===== src/rtl/phaethon_uart_pkg.sv =====
`default_nettype none
// ============================================================================
// Module      : phaethon_uart_pkg
// Description : Shared types and line-level constants for the Phaethon UART
//               transmit path. The PARITY state exists only when the
//               UART_TX_PARITY_EN macro is defined.
// Revision    : 1.0 - initial release
// ============================================================================
package phaethon_uart_pkg;

  // Transmit FSM states; explicit encodings keep waveforms stable across builds
  typedef enum logic [2:0] {
    ST_IDLE     = 3'd0,
    ST_REQ      = 3'd1,
    ST_WAIT_ACK = 3'd2,
    ST_START    = 3'd3,
    ST_DATA     = 3'd4,
`ifdef UART_TX_PARITY_EN
    ST_PARITY   = 3'd5,
`endif
    ST_STOP     = 3'd6
  } uart_state_e;

  localparam logic START_BIT = 1'b0;
  localparam logic STOP_BIT  = 1'b1;
  localparam logic IDLE_LINE = 1'b1;

endpackage
`default_nettype wire


===== src/rtl/uart_baud_counter.sv =====
`default_nettype none
// ============================================================================
// Module      : uart_baud_counter
// Description : Free-running bit-period counter, 0..CLKS_PER_BIT-1. tick is
//               high on the terminal count; clear restarts the period so the
//               first bit of a new state gets its full width.
// Revision    : 1.0 - initial release
// ============================================================================
module uart_baud_counter #(
  parameter int CLKS_PER_BIT = 16
) (
  input  logic clk,
  input  logic reset,
  input  logic clear,
  output logic tick
);

  localparam int c_CNT_W = (CLKS_PER_BIT > 1) ? $clog2(CLKS_PER_BIT) : 1;
  localparam logic [c_CNT_W-1:0] c_TERM = c_CNT_W'(CLKS_PER_BIT - 1);

  logic [c_CNT_W-1:0] r_count;

  // Count one bit period, restarting on terminal count or on state entry
  always_ff @(posedge clk or negedge reset) begin
    if (!reset) begin
      r_count <= '0;
    end else if (clear || (r_count == c_TERM)) begin
      r_count <= '0;
    end else begin
      r_count <= r_count + 1'b1;
    end
  end

  // tick depends only on the count register, never on clear, so the FSM can
  // derive clear from its next state without forming a loop
  assign tick = (r_count == c_TERM);

endmodule
`default_nettype wire


===== src/rtl/uart_tx.sv =====
`default_nettype none
// ============================================================================
// Module      : uart_tx
// Description : Pops bytes from the RingBuffer read port and shifts each one
//               out as an asynchronous 8N1 frame (8E1 when UART_TX_PARITY_EN
//               is defined). All outputs are registered.
// Config      : UART_TX_PARITY_EN - insert an even-parity bit before stop
// Revision    : 1.0 - initial release
// ============================================================================
module uart_tx
  import phaethon_uart_pkg::*;
#(
  parameter int DATA_WIDTH   = 8,
  parameter int CLKS_PER_BIT = 16
) (
  input  logic                  clk,
  input  logic                  reset,
  input  logic                  txEnable,
  output logic                  readEnable,
  input  logic                  dataReadAck,
  input  logic [DATA_WIDTH-1:0] dataRead,
  output logic                  txd,
  output logic                  busy,
  output logic [31:0]           frameCount
);

  localparam int c_BIT_W = $clog2(DATA_WIDTH + 1);
  localparam logic [c_BIT_W-1:0] c_LAST_BIT = c_BIT_W'(DATA_WIDTH - 1);

  uart_state_e           r_state;
  uart_state_e           w_state_next;
  logic [DATA_WIDTH-1:0] r_shift;
  logic [DATA_WIDTH-1:0] w_shift_next;
  logic [c_BIT_W-1:0]    r_bit_idx;
  logic                  r_txd;
  logic                  r_read_en;
  logic                  r_busy;
  logic [31:0]           r_frame_count;
  logic                  w_tick;
  logic                  w_clear;
`ifdef UART_TX_PARITY_EN
  logic                  r_parity;
`endif

  // Restart the bit period whenever the FSM changes state
  assign w_clear      = (w_state_next != r_state);
  assign w_shift_next = r_shift >> 1;

  uart_baud_counter #(
    .CLKS_PER_BIT (CLKS_PER_BIT)
  ) u_baud (
    .clk   (clk),
    .reset (reset),
    .clear (w_clear),
    .tick  (w_tick)
  );

  // Next-state decode; frame states advance only on the baud tick
  always_comb begin
    w_state_next = r_state;
    case (r_state)
      ST_IDLE:     if (txEnable) w_state_next = ST_REQ;
      ST_REQ:      w_state_next = ST_WAIT_ACK;
      ST_WAIT_ACK: w_state_next = dataReadAck ? ST_START : ST_IDLE;
      ST_START:    if (w_tick) w_state_next = ST_DATA;
      ST_DATA: begin
        if (w_tick && (r_bit_idx == c_LAST_BIT)) begin
`ifdef UART_TX_PARITY_EN
          w_state_next = ST_PARITY;
`else
          w_state_next = ST_STOP;
`endif
        end
      end
`ifdef UART_TX_PARITY_EN
      ST_PARITY:   if (w_tick) w_state_next = ST_STOP;
`endif
      ST_STOP: begin
        if (w_tick) w_state_next = txEnable ? ST_REQ : ST_IDLE;
      end
      default:     w_state_next = ST_IDLE;
    endcase
  end

  // State, shift register and registered outputs; the line level for each
  // state is loaded on the edge that enters it
  always_ff @(posedge clk or negedge reset) begin
    if (!reset) begin
      r_state       <= ST_IDLE;
      r_shift       <= '0;
      r_bit_idx     <= '0;
      r_txd         <= IDLE_LINE;
      r_read_en     <= 1'b0;
      r_busy        <= 1'b0;
      r_frame_count <= '0;
`ifdef UART_TX_PARITY_EN
      r_parity      <= 1'b0;
`endif
    end else begin
      r_state   <= w_state_next;
      r_read_en <= (w_state_next == ST_REQ);
      case (r_state)
        ST_WAIT_ACK: begin
          if (dataReadAck) begin
            r_shift   <= dataRead;
            r_bit_idx <= '0;
            r_txd     <= START_BIT;
            r_busy    <= 1'b1;
`ifdef UART_TX_PARITY_EN
            r_parity  <= ^dataRead;
`endif
          end
        end
        ST_START: begin
          if (w_tick) r_txd <= r_shift[0];
        end
        ST_DATA: begin
          if (w_tick) begin
            r_shift <= w_shift_next;
            if (r_bit_idx == c_LAST_BIT) begin
`ifdef UART_TX_PARITY_EN
              r_txd <= r_parity;
`else
              r_txd <= STOP_BIT;
`endif
            end else begin
              r_txd     <= w_shift_next[0];
              r_bit_idx <= r_bit_idx + 1'b1;
            end
          end
        end
`ifdef UART_TX_PARITY_EN
        ST_PARITY: begin
          if (w_tick) r_txd <= STOP_BIT;
        end
`endif
        ST_STOP: begin
          if (w_tick) begin
            r_frame_count <= r_frame_count + 32'd1;
            r_busy        <= 1'b0;
            r_txd         <= IDLE_LINE;
          end
        end
        default: begin
          r_txd <= IDLE_LINE;
        end
      endcase
    end
  end

  assign txd        = r_txd;
  assign readEnable = r_read_en;
  assign busy       = r_busy;
  assign frameCount = r_frame_count;

endmodule
`default_nettype wire


===== config.mk =====
export PLATFORM = sky130hd
export DESIGN_NAME = uart_tx
export DESIGN_NICKNAME = d
export VERILOG_FILES = /design/src/rtl/phaethon_uart_pkg.sv /design/src/rtl/uart_baud_counter.sv /design/src/rtl/uart_tx.sv
export SDC_FILE = /design/constraint.sdc
export NUM_CORES = 1
export LEC_CHECK = 0
export CORE_ASPECT_RATIO = 0.8
export CORE_MARGIN = 5
export CORE_UTILIZATION = 50
export CTS_BUF_LIST = sky130_fd_sc_hd__clkbuf_4
export CTS_CLUSTER_DIAMETER = 120
export DETAILED_ROUTE_END_ITERATION = 8
export PLACE_DENSITY = 0.8
export SLEW_MARGIN = 20
export SYNTH_ARGS = -nofsm -noshare
export SYNTH_HDL_FRONTEND = slang
export SYNTH_SLANG_ARGS = --single-unit
export TNS_END_PERCENT = 10

===== constraint.sdc =====
create_clock -name clk -period 1.7 [get_ports clk]
set_clock_uncertainty 0.15 [all_clocks]
set_input_delay 0.255 -clock clk [delete_from_list [all_inputs] [get_ports clk]]
set_output_delay 0.255 -clock clk [all_outputs]
set_load 0.005 [all_outputs]

==> flow_metrics.env <==
export IMPL_gp_congestion=0.795
export IMPL_synth_warnings=0
export IMPL_first_pass_iters=4
export IMPL_yosysTopAreaCellShare_pct=47.0
export IMPL_comb_power_share_pct=3.4
export IMPL_ant_nets=0
export IMPL_fillers=440
export IMPL_yosys_cell_count_top_type="dfrtp_1"
export IMPL_final_core_utilization_pct=72.3
export IMPL_synth_common_cells="dfrtp_1, xor2_1, o21ai_0, nand2_1, nor2_1"
export IMPL_start_util_pct=51.6
export IMPL_drt_iter0_markers=69
export IMPL_syn_area_sq_mm=0.00282
export IMPL_crit_slowest_cell="dfrtp_1"
export IMPL_antenna_found_initial=0
export IMPL_area_delta_synth_final_pct=40.0
export IMPL_worst_pin_slew_ns=0.423
export IMPL_vias_per_cell=5.27
export IMPL_port_buffers=46
export IMPL_dieArea_sq_mm=0.00725
export IMPL_syn_area_per_cell_sq_um=11.2
export IMPL_cp_end_kind="flop"
export IMPL_drc_errors=0
export IMPL_dr_total_vias=2254
export IMPL_grt_pass1_vias=2305
export IMPL_routedWlPerCell_microns=15.1
export IMPL_slew_headroom_pct=71.8
export IMPL_worst_path_max_fanout=4
export IMPL_drt_total_wl_mm=6.46
export IMPL_die_w_microns=94.0
export IMPL_synth_async_reset_ratio_pct=100
export IMPL_cts_tree="built"
export IMPL_placementRows=24
export IMPL_leakage_nw=2.11
export IMPL_crit_chain="or3b_1 > nor3_2 > or3_4 > mux2_4"
export IMPL_fmaxAchievable_mhz=563
export IMPL_slew_violations=0
export IMPL_critPathTopFamily="simple AND/OR/NAND/NOR gates"
export IMPL_cts_sinks=54
export IMPL_synthTopCellsByArea="dfrtp_1, xor2_1, o21ai_0"
export IMPL_clock_path_buffers=2
export IMPL_cp_arrival_ns=1.92
export IMPL_insertion_delay_ns=0.39
export IMPL_min_period_over_period_pct=104
export IMPL_die_h_microns=77.2
export IMPL_clkPwrFrac_pct=31.3
export IMPL_yosysSeqAreaShare_pct=48.0
export IMPL_synth_edf_count=0
export IMPL_seq_area_sq_mm=0.00136
export IMPL_cpPeakStageDelay_ns=0.45
export IMPL_layout_drive_gt1_share_pct=32.3
export IMPL_power_frac_seq_pct=65.3
export IMPL_post_place_ws_ns=-0.226
export IMPL_p_switching_w=0.000479
export IMPL_intPower_w=0.00149
export IMPL_hold_violations=0
export IMPL_post_route_min_period_ns=1.78
export IMPL_h_tree_depth=2
export IMPL_drv_cap=0
export IMPL_synth_ff_type="dfrtp_1"
export IMPL_grt_pass1_wl_mm=11.1
export IMPL_num_io_pins=47
export IMPL_finalNetCount=364
export IMPL_cp_num_buf_inv=0
export IMPL_status="finished, violations left"
export IMPL_cts_root_buffer="clkbuf_4"
export IMPL_synthesis_nets=267
export IMPL_critical_path_class="flop to flop"
export IMPL_swShare_pct=24.3
export IMPL_design_core_area_sq_mm=0.00547
export IMPL_cts_buffers=5
export IMPL_yosysUniqueCellTypes=48
export IMPL_power_per_cell_area_mw_per_mm2=499
export IMPL_failed_checks="negative setup slack"
export IMPL_rsz0062_at_grt="true"
export IMPL_multiInputGateArea_sq_mm=0.00151
export IMPL_layout_setup_ws_ns=-0.0754
export IMPL_holdCritPathClass="primary input to async pin"
export IMPL_clk_pin_slew_ns=0.18
export IMPL_final_setup_viol_count=18
export IMPL_insertedDiodeCount=0
export IMPL_critPathRequiredTime_ns=1.85
export IMPL_syn_inst=252
export IMPL_grt_overflow=0
export IMPL_ir_drop_v=0.000450
export IMPL_hpwlAfterDp_mm=4.56
export IMPL_grtUsageTotal_pct=18.8
export IMPL_synth_seq_cells=54
export IMPL_grt_max_degree=22
export IMPL_startpoint_type="flop"
export IMPL_yosys_area_top_type="dfrtp_1"
## state kept, by name (all words and copies together) (netlist names)
name            cells
busy                1
r_shift             8
readEnable          1
txd                 1
r_bit_idx           4
r_state             3
frameCount         32
u_baud.r_count      4
## per-layer routing
metal | vias to the layer above | share of wire [%] | wire length (microns) | global-route usage [%]
met5 | - | 0 | 0 | 0
met4 | 0 | 0.71 | 46 | 4.04
met3 | 4 | 3.4 | 220 | 3.62
met2 | 40 | 50 | 3230 | 30.0
met1 | 1115 | 46 | 2970 | 26.7
li1 | 1095 | - | - | -
## metrics by stage
step           cells  setup TNS (ns)  instance area, sq um  total power, W  hold slack (ns)
2_1_floorplan    252         -0.0902                  2840         0.00131           -0.191
5_1_grt          428           -2.56                  3950         0.00205            0.195
6_report         428          -0.754                  3950         0.00197            0.155
3_5_place_dp     414           -3.38                  3730         0.00138           0.0623
4_1_cts          426          -0.272                  3850         0.00198            0.156
3_3_place_gp     414           -1.71                  3730         0.00137           0.0595
## final cells by class
class                           instances  area share [%]
Multi-Input combinational cell        179            38.3
Inverter                                8           0.760
Clock inverter                          3           0.665
Tap cell                               78            2.47
Sequential cell                        54            34.4
Clock buffer                            5           0.951
Timing Repair Buffer                  101            22.4
## logic make-up (layout without fill, tap and decap cells)
kind of cell | count (synthesis) | count (layout) | synth area share (%)
xor gates and xnor gates | 33 | 33 | 10.2
DFF | 54 | 54 | 48.0
AOI/OAI and AO/OA | 35 | 35 | 7.90
muxes | 12 | 12 | 4.53
and+or+nand+nor | 95 | 96 | 24.1
buffers and inverters | 20 | 117 | 3.90
adders and majority gates | 3 | 3 | 1.33
## final timing paths
kind,start,to,slack (ns),depth (start not counted)
worst max-delay path,r_state[0],r_bit_idx[0],-0.08,4
worst min-delay path,reset,r_shift[0],0.16,2
worst max register to register,r_state[0],r_bit_idx[0],-0.08,4
worst min register to register,frameCount[31],frameCount[31],0.33,1
max in group asynchronous,reset,frameCount[9],0.77,3
min in group clk,dataRead[7],r_shift[7],0.25,3
## power groups by stage
stage / sequential, W / clock, W / combinational (W)
finish: 0.00129 / 0.000617 / 0.0000664
global route: 0.00129 / 0.000684 / 0.0000751
CTS: 0.00129 / 0.000628 / 0.0000689
detailed placement: 0.00131 / 0 / 0.0000668
global placement: 0.00131 / 0 / 0.0000655
floorplan: 0.00131 / 0 / 0.000000989
## timing repair
item / 4_1_cts / 5_1_grt
buffers inserted: 2 / 2
hold buffers: 1 / 0
endpoints found under the setup margin: 62 / 41
gates resized for setup: 52 / 22
gates cloned: 1 / 0
hold endpoints to repair: 54 / 0
pin swaps: 9 / 8
## placed cells by master (no fill, tap or decap), types with 5 or more instances in the layout
master           Yosys  final
nand4_4              4      5
nor4_4               4      5
dfrtp_1             53     48
inv_1                8      8
nand2_1             16     16
nand3_1             13     13
dlygate4sd2_1        0     33
xor2_1              23     23
o21ai_0             21     16
clkbuf_4             0      5
dfrtp_2              0      5
nor3_2               5      8
xnor2_1             10     10
clkdlybuf4s50_1      0     11
mux2i_1              9      9
o21ai_1              0      5
nor3_4               1      5
buf_4                1     47
nor2_1              14     11
Power figures use the tool's default switching activity.
